--- config.mk ---
export PLATFORM = sky130hd
export DESIGN_NAME = pipe_stage_reg_flat
export DESIGN_NICKNAME = d
export VERILOG_FILES = /design/src/rtl/core_pipe_pkg.sv /design/src/rtl/pipe_stage_reg_if.sv /design/src/rtl/pipe_payload_reg.sv /design/src/rtl/pipe_stage_reg.sv /design/src/flat_wrapper.sv
export SDC_FILE = /design/constraint.sdc
export NUM_CORES = 1
export LEC_CHECK = 0
export ABC_AREA = 1
export CAP_MARGIN = 15
export CELL_PAD_IN_SITES_DETAIL_PLACEMENT = 1
export CELL_PAD_IN_SITES_GLOBAL_PLACEMENT = 1
export CORE_ASPECT_RATIO = 1.1
export CORE_MARGIN = 2
export CORE_UTILIZATION = 35
export CTS_BUF_LIST = sky130_fd_sc_hd__clkbuf_8
export DETAILED_ROUTE_END_ITERATION = 16
export PLACE_DENSITY = 0.82
export SYNTH_ARGS = -nofsm -noshare
export SYNTH_HDL_FRONTEND = slang
export SYNTH_SLANG_ARGS = --single-unit
--- constraint.sdc ---
create_clock -name clk_i -period 3.9 [get_ports clk_i]
set_input_delay 0.78 -clock clk_i [delete_from_list [all_inputs] [get_ports clk_i]]
set_output_delay 0.78 -clock clk_i [all_outputs]
set_load 0.03 [all_outputs]
--- src/rtl/core_pipe_pkg.sv ---
// Shared types and constants for core pipeline stage registers.
// Holds the NOP encoding, the default payload widths and the stage occupancy state type.
package core_pipe_pkg;

    localparam int unsigned DefInstrW = 32;
    localparam int unsigned DefPcW    = 32;

    // addi x0, x0, 0: a bubble decodes as a harmless NOP
    localparam logic [31:0] NopInstr = 32'h0000_0013;

    typedef enum logic [1:0] {
        StEmpty = 2'd0,
        StOne   = 2'd1,
        StTwo   = 2'd2
    } state_e;

endpackage

--- src/rtl/pipe_stage_reg_if.sv ---
// Upstream/downstream valid-ready handshake of one pipeline stage register.
// The slave modport is the stage itself; the master modport is its environment.
interface pipe_stage_reg_if
    import core_pipe_pkg::*;
#(
    parameter int unsigned INSTR_W = DefInstrW,
    parameter int unsigned PC_W    = DefPcW
) ();

    logic               up_valid_i;
    logic               up_ready_o;
    logic [INSTR_W-1:0] up_instr_i;
    logic [PC_W-1:0]    up_pc_i;
    logic               dn_valid_o;
    logic               dn_ready_i;
    logic [INSTR_W-1:0] dn_instr_o;
    logic [PC_W-1:0]    dn_pc_o;

    modport slave (
        input  up_valid_i, up_instr_i, up_pc_i, dn_ready_i,
        output up_ready_o, dn_valid_o, dn_instr_o, dn_pc_o
    );

    modport master (
        output up_valid_i, up_instr_i, up_pc_i, dn_ready_i,
        input  up_ready_o, dn_valid_o, dn_instr_o, dn_pc_o
    );

endinterface

--- src/rtl/pipe_payload_reg.sv ---
// Width-parametrised enable register with an asynchronous active-low reset
// whose reset value is supplied as an input.
module pipe_payload_reg #(
    parameter int unsigned Width = 64
) (
    input  logic             clk_i,
    input  logic             rsn_i,
    input  logic             en_i,
    input  logic [Width-1:0] d_i,
    input  logic [Width-1:0] rst_val_i,
    output logic [Width-1:0] q_o
);

    logic [Width-1:0] data_q;

    always_ff @(posedge clk_i or negedge rsn_i) begin
        if (!rsn_i) begin
            data_q <= rst_val_i;
        end else if (en_i) begin
            data_q <= d_i;
        end
    end

    assign q_o = data_q;

endmodule

--- src/rtl/pipe_stage_reg.sv ---
// Pipeline register between two core stages with valid/ready handshake, flush and stall.
// SKID_EN adds a second entry so that up_ready_o depends only on registered state and stall.
module pipe_stage_reg
    import core_pipe_pkg::*;
#(
    parameter int unsigned        INSTR_W   = DefInstrW,
    parameter int unsigned        PC_W      = DefPcW,
    parameter bit                 SKID_EN   = 1'b1,
    parameter logic [INSTR_W-1:0] NOP_INSTR = INSTR_W'(NopInstr)
) (
    input  logic             clk_i,
    input  logic             rsn_i,
    input  logic             stall_i,
    input  logic             flush_i,
    pipe_stage_reg_if.slave  bus
);

    localparam int unsigned PayW = INSTR_W + PC_W;

    state_e            state_q, state_d;
    logic              rdy_q;
    logic              main_valid, skid_valid;
    logic              up_ready, acc, take;
    logic              main_load, skid_load, main_from_skid;
    logic [PayW-1:0]   up_pay, main_d, main_q, skid_q;

    assign main_valid = (state_q != StEmpty);
    assign skid_valid = (state_q == StTwo);

    // rdy_q keeps up_ready_o low throughout reset and for the release cycle
    if (SKID_EN) begin : g_skid_ready
        assign up_ready = rdy_q & ~skid_valid & ~stall_i;
    end else begin : g_pass_ready
        assign up_ready = rdy_q & (~main_valid | bus.dn_ready_i) & ~stall_i;
    end

    // Flush kills the payload offered in the same cycle as well as everything held
    assign acc  = bus.up_valid_i & up_ready & ~flush_i;
    assign take = main_valid & bus.dn_ready_i & ~stall_i & ~flush_i;

    always_comb begin
        state_d        = state_q;
        main_load      = 1'b0;
        skid_load      = 1'b0;
        main_from_skid = 1'b0;
        if (flush_i) begin
            state_d = StEmpty;
        end else begin
            unique case (state_q)
                StEmpty: begin
                    if (acc) begin
                        state_d   = StOne;
                        main_load = 1'b1;
                    end
                end
                StOne: begin
                    if (acc && take) begin
                        main_load = 1'b1;
                    end else if (acc) begin
                        state_d   = StTwo;
                        skid_load = 1'b1;
                    end else if (take) begin
                        state_d = StEmpty;
                    end
                end
                StTwo: begin
                    if (take) begin
                        state_d        = StOne;
                        main_load      = 1'b1;
                        main_from_skid = 1'b1;
                    end
                end
                default: state_d = StEmpty;
            endcase
        end
    end

    always_ff @(posedge clk_i or negedge rsn_i) begin
        if (!rsn_i) begin
            state_q <= StEmpty;
            rdy_q   <= 1'b0;
        end else begin
            state_q <= state_d;
            rdy_q   <= 1'b1;
        end
    end

    assign up_pay = {bus.up_instr_i, bus.up_pc_i};
    assign main_d = main_from_skid ? skid_q : up_pay;

    pipe_payload_reg #(
        .Width (PayW)
    ) u_main (
        .clk_i     (clk_i),
        .rsn_i     (rsn_i),
        .en_i      (main_load),
        .d_i       (main_d),
        .rst_val_i ({NOP_INSTR, {PC_W{1'b0}}}),
        .q_o       (main_q)
    );

    pipe_payload_reg #(
        .Width (PayW)
    ) u_skid (
        .clk_i     (clk_i),
        .rsn_i     (rsn_i),
        .en_i      (skid_load),
        .d_i       (up_pay),
        .rst_val_i ({PayW{1'b0}}),
        .q_o       (skid_q)
    );

    assign bus.up_ready_o = up_ready;
    assign bus.dn_valid_o = main_valid;
    assign bus.dn_instr_o = main_valid ? main_q[PayW-1:PC_W] : NOP_INSTR;
    assign bus.dn_pc_o    = main_q[PC_W-1:0];

    a_skid_implies_main: assert property (
        @(posedge clk_i) disable iff (!rsn_i) skid_valid |-> main_valid);

    if (!SKID_EN) begin : g_no_two
        a_never_two: assert property (
            @(posedge clk_i) disable iff (!rsn_i) state_q != StTwo);
    end

endmodule

--- src/flat_wrapper.sv ---
// flat-port wrapper written by rule: the top's interface ports become plain ports
module pipe_stage_reg_flat import core_pipe_pkg::*;
#(
    parameter int unsigned        INSTR_W   = DefInstrW,
    parameter int unsigned        PC_W      = DefPcW,
    parameter bit                 SKID_EN   = 1'b1,
    parameter logic [INSTR_W-1:0] NOP_INSTR = INSTR_W'(NopInstr)
)
  (clk_i, rsn_i, stall_i, flush_i, bus_up_valid_i, bus_up_instr_i, bus_up_pc_i, bus_dn_ready_i, bus_up_ready_o, bus_dn_valid_o, bus_dn_instr_o, bus_dn_pc_o);
  pipe_stage_reg_if #(.INSTR_W(INSTR_W), .PC_W(PC_W)) bus_i ();
  input  logic clk_i;
  input  logic rsn_i;
  input  logic stall_i;
  input  logic flush_i;
  input wire logic [$bits(bus_i.up_valid_i)-1:0] bus_up_valid_i;
  input wire logic [$bits(bus_i.up_instr_i)-1:0] bus_up_instr_i;
  input wire logic [$bits(bus_i.up_pc_i)-1:0] bus_up_pc_i;
  input wire logic [$bits(bus_i.dn_ready_i)-1:0] bus_dn_ready_i;
  output wire logic [$bits(bus_i.up_ready_o)-1:0] bus_up_ready_o;
  output wire logic [$bits(bus_i.dn_valid_o)-1:0] bus_dn_valid_o;
  output wire logic [$bits(bus_i.dn_instr_o)-1:0] bus_dn_instr_o;
  output wire logic [$bits(bus_i.dn_pc_o)-1:0] bus_dn_pc_o;
  assign bus_i.up_valid_i = bus_up_valid_i;
  assign bus_i.up_instr_i = bus_up_instr_i;
  assign bus_i.up_pc_i = bus_up_pc_i;
  assign bus_i.dn_ready_i = bus_dn_ready_i;
  assign bus_up_ready_o = bus_i.up_ready_o;
  assign bus_dn_valid_o = bus_i.dn_valid_o;
  assign bus_dn_instr_o = bus_i.dn_instr_o;
  assign bus_dn_pc_o = bus_i.dn_pc_o;
  pipe_stage_reg #(.INSTR_W(INSTR_W), .PC_W(PC_W), .SKID_EN(SKID_EN), .NOP_INSTR(NOP_INSTR)) u_core (.clk_i(clk_i), .rsn_i(rsn_i), .stall_i(stall_i), .flush_i(flush_i), .bus(bus_i));
endmodule
==> results of run 1 <==
==> cells in the mapped netlist <==
library cell	instances	share of area, %
nor2_2	2	0.18
dfrtp_1	128	47
or2_2	3	0.28
nand2_1	394	22
nor2_4	2	0.33
dfstp_2	3	1.2
o21ai_2	1	0.13
nand3_1	129	9.5
buf_2	39	2.9
nand4_1	65	6.0
a21oi_2	1	0.13
nand2_2	2	0.18
inv_1	35	1.9
nand3_4	1	0.26
nor2_1	32	1.8
conb_1	1	0.055
clkbuf_1	6	0.33
buf_4	51	5.6
nor3_1	1	0.073
inv_2	3	0.17
nand3_2	1	0.15
buf_1	7	0.39
==> layout by cell type, fill, tap and decap left out, types with 2 or more instances in the layout <==
master,n
clkbuf_8,22
nand4_1,65
bufinv_16,3
inv_2,4
nor2_1,32
nand2_2,3
clkdlybuf4s50_1,134
clkinv_2,4
dfrtp_1,128
nor2_4,4
inv_1,35
or2_2,3
nand2_1,393
dfstp_2,3
clkinvlp_4,2
nand3_1,129
buf_4,13
==> kinds of logic (layout without fill, tap and decap cells) <==
kind of cell / count (synthesis) / after routing / share of synthesized area (%)
flip-flops: 131 / 131 / 48.1
buffers and inverters: 141 / 219 / 11.3
AO/OA/AOI/OAI: 2 / 2 / 0.257
AND/OR/NAND/NOR: 632 / 632 / 40.3
other: 1 / 2 / 0.0550
==> through the flow <==
step	setup slack, ns	cells
after floorplan	1.95	907
after global placement	0.972	1200
after detailed placement	0.874	1200
after CTS	0.570	1232
after global routing	0.446	1232
final	0.632	1233
==> report_power, final <==
part	switching [mW]	total (mW)	internal (mW)
Clock	0.547	1.26	0.711
Combinational	0.786	1.31	0.522
Sequential	0.195	1.90	1.71
==> registers in the layout, indices dropped and copies added (netlist names) <==
| signal | cells |
|---|---|
| u_core.u_main.q_o | 64 |
| u_core.u_skid.q_o | 64 |
| u_core.state_q | 2 |
| u_core.rdy_q | 1 |
==> cell type report <==
class	count	area [sq um]
Antenna cell	1	2.50
Clock inverter	10	129
Timing Repair Buffer	149	1470
Inverter	38	143
Fill cell	2372	10700
Tap cell	247	309
Multi-Input combinational cell	635	2800
Sequential cell	131	3280
Clock buffer	22	303
==> per-layer routing <==
metal  vias up  GRT usage (%)  wire, microns
met5         -              0              0
met4         0           6.60            278
met3        23           3.33            703
met2       128           34.3           9900
met1      3116           26.7           9200
li1       3003              -              -
==> how the worst min path moves through the flow <==
| stage | startpoint | end | slack [ns] | cells after the start |
|---|---|---|---|---|
| final | rsn_i | u_core.u_main.q_o[56]$_DFFE_PN0P_ | 0.36 | 1 |
| after global routing | rsn_i | u_core.u_main.q_o[56]$_DFFE_PN0P_ | 0.40 | 1 |
| after CTS | rsn_i | u_core.u_main.q_o[56]$_DFFE_PN0P_ | 0.38 | 1 |
| after detailed placement | u_core.u_main.q_o[36]$_DFFE_PN1P_ | u_core.u_main.q_o[36]$_DFFE_PN1P_ | 0.46 | 2 |
| after global placement | u_core.u_skid.q_o[5]$_DFFE_PN0P_ | u_core.u_skid.q_o[5]$_DFFE_PN0P_ | 0.45 | 2 |
| after floorplan | u_core.u_skid.q_o[0]$_DFFE_PN0P_ | u_core.u_skid.q_o[0]$_DFFE_PN0P_ | 0.44 | 2 |
==> impl_metrics.ini, run 1 <==
[status]
status = finished, final reports clean

[detailed_routing]
vias_per_cell = 5.09
wl_per_cell_microns = 16.3
remaining_drc_errors = 0
num_vias = 6270
drtIter0Drc = 311
wl_microns = 20100
ant_nets = 0
firstDrtPassIters = 4

[clock_network]
h-tree-depth = 4
tritoncts = built
clk_pin_slew_ns = 0.07
cts_root_buf = clkbuf_8
cts_sinks = 131
clock_latency_ns = 0.45
numCtsBuffers = 17
cts_buffer_depth = 2
cts_resized = 0
holdBufCountCts = 0
postCtsSetupRepairBufs = 0

[grt]
grtUsageTotal_pct = 20.4
grt_pass1_vias = 6537
grt_remaining_overflow = 0
grt_max_degree = 77
grt_pass1_wl_microns = 33100
antenna_found_initial = 0

[synth]
synth_cells = 907
ys_ff_latch = 131
syn-cell-area_sq_um = 6820
syn_area_per_cell_sq_um = 7.52
yosysWarnings = 0
seq_area_frac_synth_pct = 48.1
synth_cell_types = 22
syn-num-nets = 977

[power_and_ir_drop]
p_leak_nw = 4.34
vdd_ir_drop_max_mv = 0.199
powerDensity_nw_per_um2 = 530
power_mw = 4.47

[timing]
fin_crit_sh_pct = 83.8
whs_ns = 0.358
hold_viol = 0
slew_headroom_pct = 44.5
tightest_slew_ns = 0.833
tns_ns = 0
max_freq_ghz = 0.306
final.min_clock_period_ns = 3.27
rsz0062_at_grt = no
slew_viol_final = 0
finalSetupViolCount = 0
finClkSkew_ns = 0.0110

[worst_setup_path]
rr_endpoint = u_core.state_q[0]$_DFFE_PN0P_
path_depth = 4
arrival_ns = 2.49
ff2ff_path_depth = 8
crit_required_ns = 3.12
worst-setup-path-type = reg -> out
cp-start-kind = flip-flop
startpoint = u_core.state_q[0]$_DFFE_PN0P_
cp_slowest_cell = nor2_4
endpoint_kind = output pin
crit_chain = nor2_4 -> buf_4 -> nor2_1 -> clkdlybuf4s50_1
path_max_fanout = 26
cp_num_buf_inv = 2
crit_path_end = bus_dn_instr_o[27]
r2r-start = u_core.state_q[0]$_DFFE_PN0P_
reg2reg_slack_ns = 1.38
max_stage_delay_ns = 0.60
critPathTopFamily = buffers and inverters

[hold_path]
hp-class = in -> async

[final_layout]
fin_area_sq_um = 8440
utilization_pct = 44.2
layout.nets = 1042
area_growth_pct = 23.7
layout-drive-gt1-share_pct = 6.80

[floorplan]
fp-row-count = 53
dieArea_sq_um = 20600
die_w_microns = 137
ios = 136
core-area_sq_um = 19100
start_util_pct = 35.7
die_h_microns = 150

[place]
hpwl_microns = 11800
gp_congestion = 0.727
portBuffers = 135
placed_cell_area_sq_um = 8000

[run]
drv_cap = 0
Power figures use the tool's default switching activity.
==> run 2: changes to the inputs <==
- PLACE_DENSITY: 0.82 -> 0.85
- clock period: 3.9 -> 2.72 ns (I/O delays scaled with it)
==> impl_metrics.ini, run 2 (synthesis gave the netlist of run 1 again) <==
[final_layout]
area_growth_pct = 25.7
final_cell_mix = nand2_1 (393), clkdlybuf4s50_1 (130), nand3_1 (129)
diodes = 0
layout-drive-gt1-share_pct = 7.93
utilization_pct = 44.9
final_common_cell = nand2_1
instances_no_fill = 1243
layout.nets = 1053
fin_area_sq_um = 8580

[grt]
grt_remaining_overflow = 0
grt_pass1_vias = 6499
grt_pass1_wl_microns = 33300
antenna_found_initial = 0
gr-usage-met2_pct = 35.7
grtUsageTotal_pct = 20.9
grt-busiest-layer = met2
grt_max_degree = 66
grt_util_met1_pct = 26.5
use_met3_pct = 4.34

[detailed_routing]
vias_per_cell = 5.12
wl_per_cell_microns = 16.5
ant_nets = 0
drtIter0Drc = 330
firstDrtPassIters = 5
num_vias = 6361
wl_microns = 20500
remaining_drc_errors = 0

[timing]
rsz0062_at_grt = no
worst_slack_ns = 0.126
slew_viol_final = 0
hold_viol = 0
finalSetupViolCount = 0
tns_ns = 0
final.min_clock_period_ns = 2.59
finClkSkew_ns = 0.0134
fin_crit_sh_pct = 95.4
max_freq_ghz = 0.386
whs_ns = 0.0252

[floorplan]
ios = 136
core-area_sq_um = 19100
fp-row-count = 53
dieArea_sq_um = 20600
die_h_microns = 150
start_util_pct = 35.7
die_w_microns = 137

[clock_network]
cts_sinks = 131
cts_root_buf = clkbuf_8
tritoncts = built
clk_pin_slew_ns = 0.08
h-tree-depth = 4
clock_latency_ns = 0.45
numCtsBuffers = 17
cts_resized = 3
holdBufCountCts = 0
postCtsSetupRepairBufs = 0
cts_buffer_depth = 2

[worst_setup_path]
worst-setup-path-type = reg -> out
path_max_fanout = 8
max_stage_delay_ns = 0.70
crit_chain = nor2_4 -> buf_4 -> nor2_1 -> clkdlybuf4s50_1
arrival_ns = 2.05
critPathTopFamily = buffers and inverters
cp-start-kind = flip-flop
endpoint_kind = output pin
startpoint = u_core.state_q[1]$_DFFE_PN0P_
cp_num_buf_inv = 2
crit_required_ns = 2.18
r2r-start = u_core.state_q[0]$_DFFE_PN0P_
cp_slowest_cell = clkdlybuf4s50_1

[power_and_ir_drop]
p_leak_nw = 4.44
power_mw = 6.50
p_int_mw = 4.27
p_switching_mw = 2.23
powerDensity_nw_per_um2 = 758
p_comb_share_pct = 29.3
pwr-share-clk_pct = 28.6
sw_frac_of_total_pct = 34.3
vdd_ir_drop_max_mv = 0.311
sequentialPowerShare_pct = 42.1

[place]
placed_cell_area_sq_um = 8130
place_inst = 1211
portBuffers = 135
hpwl_microns = 13000
gp_congestion = 0.758
place_ws_ns = 0.237

[hold_path]
hp-class = in -> async

[status]
status = finished, final reports clean

[run]
drv_cap = 0
==> run 2: cell count changes in the layout (fill, tap and decap cells not counted), sizes merged, moves of 2 or more <==
cell | previous run | this run
clkbuf | 22 | 19
dlygate4sd2 | 0 | 2
inv | 39 | 41
buf | 15 | 27
clkdlybuf4s50 | 134 | 130
==> run 2: power groups by stage <==
stage,clock [mW],sequential (mW),combinational [mW]
after floorplan,0,2.68,1.36
after global placement,0,2.74,1.88
after detailed placement,0,2.77,1.92
after CTS,1.90,2.73,1.93
after global routing,2.00,2.79,2.10
final,1.86,2.73,1.90
==> run 2: layer usage <==
metal	vias to the layer above	share of wire [%]	wire length (microns)
li1	3024	-	-
met1	3155	43	8860
met2	161	50	10400
met3	21	4.9	1000
met4	0	1.6	335
met5	-	0	0
==> run 2: cell type report <==
type / instances / area (sq um)
Clock buffer: 19 / 262
Clock inverter: 13 / 181
Fill cell: 2355 / 10500
Inverter: 38 / 143
Multi-Input combinational cell: 635 / 2800
Sequential cell: 131 / 3280
Tap cell: 247 / 309
Timing Repair Buffer: 160 / 1600
==> run 2: final timing paths <==
kind / endpoint / slack [ns] / cells past startpoint
max: bus_dn_instr_o[3] / 0.13 / 4
min reg2reg: u_core.u_main.q_o[32]$_DFFE_PN1P_ / 0.47 / 2
max reg2reg: u_core.u_skid.q_o[8]$_DFFE_PN0P_ / 0.74 / 7
max in group asynchronous: u_core.u_main.q_o[50]$_DFFE_PN0P_ / 1.91 / 2
min in group clk_i: u_core.u_main.q_o[32]$_DFFE_PN1P_ / 0.47 / 2
min: u_core.u_skid.q_o[18]$_DFFE_PN0P_ / 0.03 / 1
==> run 3: changes to the inputs <==
- CORE_MARGIN: 2 -> 8
- CTS_CLUSTER_DIAMETER: not set -> 100
- GPL_ROUTABILITY_DRIVEN: not set -> 1
==> impl_metrics.ini, run 3 (synthesis gave the netlist of run 1 again) <==
[clock_network]
tritoncts = built
cts_sinks = 131
numCtsBuffers = 17
postCtsSetupRepairBufs = 0
cts_root_buf = clkbuf_8
clock_latency_ns = 0.44
clk_pin_slew_ns = 0.08
cts_buffer_depth = 2
h-tree-depth = 4

[worst_setup_path]
path_max_fanout = 31
arrival_ns = 2.08
endpoint_kind = output pin
worst-setup-path-type = reg -> out
cp-start-kind = flip-flop
reg2reg_slack_ns = 0.76
crit_required_ns = 2.18

[place]
place_inst = 1212
placed_cell_area_sq_um = 8140
hpwl_microns = 13900
gp_congestion = 0.749
portBuffers = 135

[power_and_ir_drop]
sw_frac_of_total_pct = 33.7
sequentialPowerShare_pct = 41.7
p_leak_nw = 4.43
powerDensity_nw_per_um2 = 762
vdd_ir_drop_max_mv = 0.318
pwr-share-clk_pct = 28.9
p_int_mw = 4.34
p_comb_share_pct = 29.4
p_switching_mw = 2.20

[timing]
slew_viol_final = 0
rsz0062_at_grt = no
fin_crit_sh_pct = 96.5
final.min_clock_period_ns = 2.63
finalSetupViolCount = 0
max_freq_ghz = 0.381
hold_viol = 0
tns_ns = 0
finClkSkew_ns = 0.0124

[detailed_routing]
top_layer_used = met4
ant_nets = 0
met3WireLength_microns = 904
drtIter0Drc = 286
wl_per_cell_microns = 16.9
num_vias = 6229
wl_microns = 21100
vias_per_cell = 5.01
wl_met2_microns = 10500
firstDrtPassIters = 4
wl_met1_microns = 9400
remaining_drc_errors = 0

[final_layout]
diodes = 0
layout.nets = 1054
num-fill-cells = 2384
area_growth_pct = 25.9
fin_area_sq_um = 8590
regArea_sq_um = 3280
multi_input_area_sq_um = 2800
final_cell_mix = nand2_1 (393), clkdlybuf4s50_1 (131), nand3_1 (129)
instances_no_fill = 1244
layout-drive-gt1-share_pct = 8.12
final_common_cell = nand2_1

[grt]
grtUsageTotal_pct = 17.9
grt_pass1_vias = 6747
grt_remaining_overflow = 0
grt_max_degree = 65
grt_pass1_wl_microns = 35000
antenna_found_initial = 0

[status]
status = finished, final reports clean

[floorplan]
dieArea_sq_um = 24200
start_util_pct = 35.7
ios = 136
die_w_microns = 149
die_h_microns = 162
core-area_sq_um = 19100
fp-row-count = 53

[run]
drv_cap = 0

[hold_path]
hp-class = in -> async
[run 3: power by group through the flow]
stage	Sequential (mW)	Clock, mW	Combinational [mW]
after floorplan	2.68	0	1.36
after global placement	2.74	0	1.91
after detailed placement	2.76	0	1.95
after CTS	2.73	1.93	1.96
after global routing	2.79	2.02	2.11
final	2.73	1.89	1.92
[run 3: cell type report]
| class | count | area share, % |
|---|---|---|
| repair buffers | 161 | 18.7 |
| clock inverters | 10 | 1.79 |
| well taps | 247 | 3.60 |
| inverters | 38 | 1.66 |
| clock buffers | 22 | 3.52 |
| multi-input cells | 635 | 32.6 |
| flip-flops and latches | 131 | 38.2 |
[run 3: path summary, 6_finish.rpt]
kind / depth (start not counted) / endpoint / from
worst max-delay path: 4 / bus_dn_valid_o / u_core.state_q[0]$_DFFE_PN0P_
worst min-delay path: 1 / u_core.u_main.q_o[27]$_DFFE_PN0P_ / rsn_i
worst max register to register: 8 / u_core.state_q[0]$_DFFE_PN0P_ / u_core.state_q[0]$_DFFE_PN0P_
worst min register to register: 2 / u_core.u_main.q_o[33]$_DFFE_PN1P_ / u_core.u_main.q_o[33]$_DFFE_PN1P_
max in group asynchronous: 2 / u_core.u_main.q_o[33]$_DFFE_PN1P_ / rsn_i
min in group clk_i: 2 / u_core.u_main.q_o[33]$_DFFE_PN1P_ / u_core.u_main.q_o[33]$_DFFE_PN1P_
[run 3: stage by stage]
stage	hold WS (ns)	setup slack [ns]	power (mW)	utilization [%]
floorplan	0.248	1.01	4.05	-
global placement	0.453	0.259	4.65	42.6
detailed placement	0.459	0.145	4.72	42.6
CTS	0.0185	0.0370	6.63	45.0
global route	0.0382	0.00585	6.92	45.0
finish	0.0322	0.0947	6.55	45.0
[run 3: routing by layer]
| metal | GRT usage [%] | vias to the layer above |
|---|---|---|
| li1 | - | 3024 |
| met5 | 0 | - |
| met1 | 22.1 | 3055 |
| met2 | 30.8 | 123 |
| met3 | 3.42 | 27 |
| met4 | 5.70 | 0 |
[run 3: what timing repair did]
action                     4_1_cts  5_1_grt
gates resized for setup          1        0
setup endpoints to repair        1        0
hold buffers                     0        0
[run 3: critical path: stages (launching register included)]
cell	delay, ns
dfrtp_1	0.46
nor2_4	0.26
buf_12	0.24
inv_2	0.08
clkdlybuf4s50_1	0.60
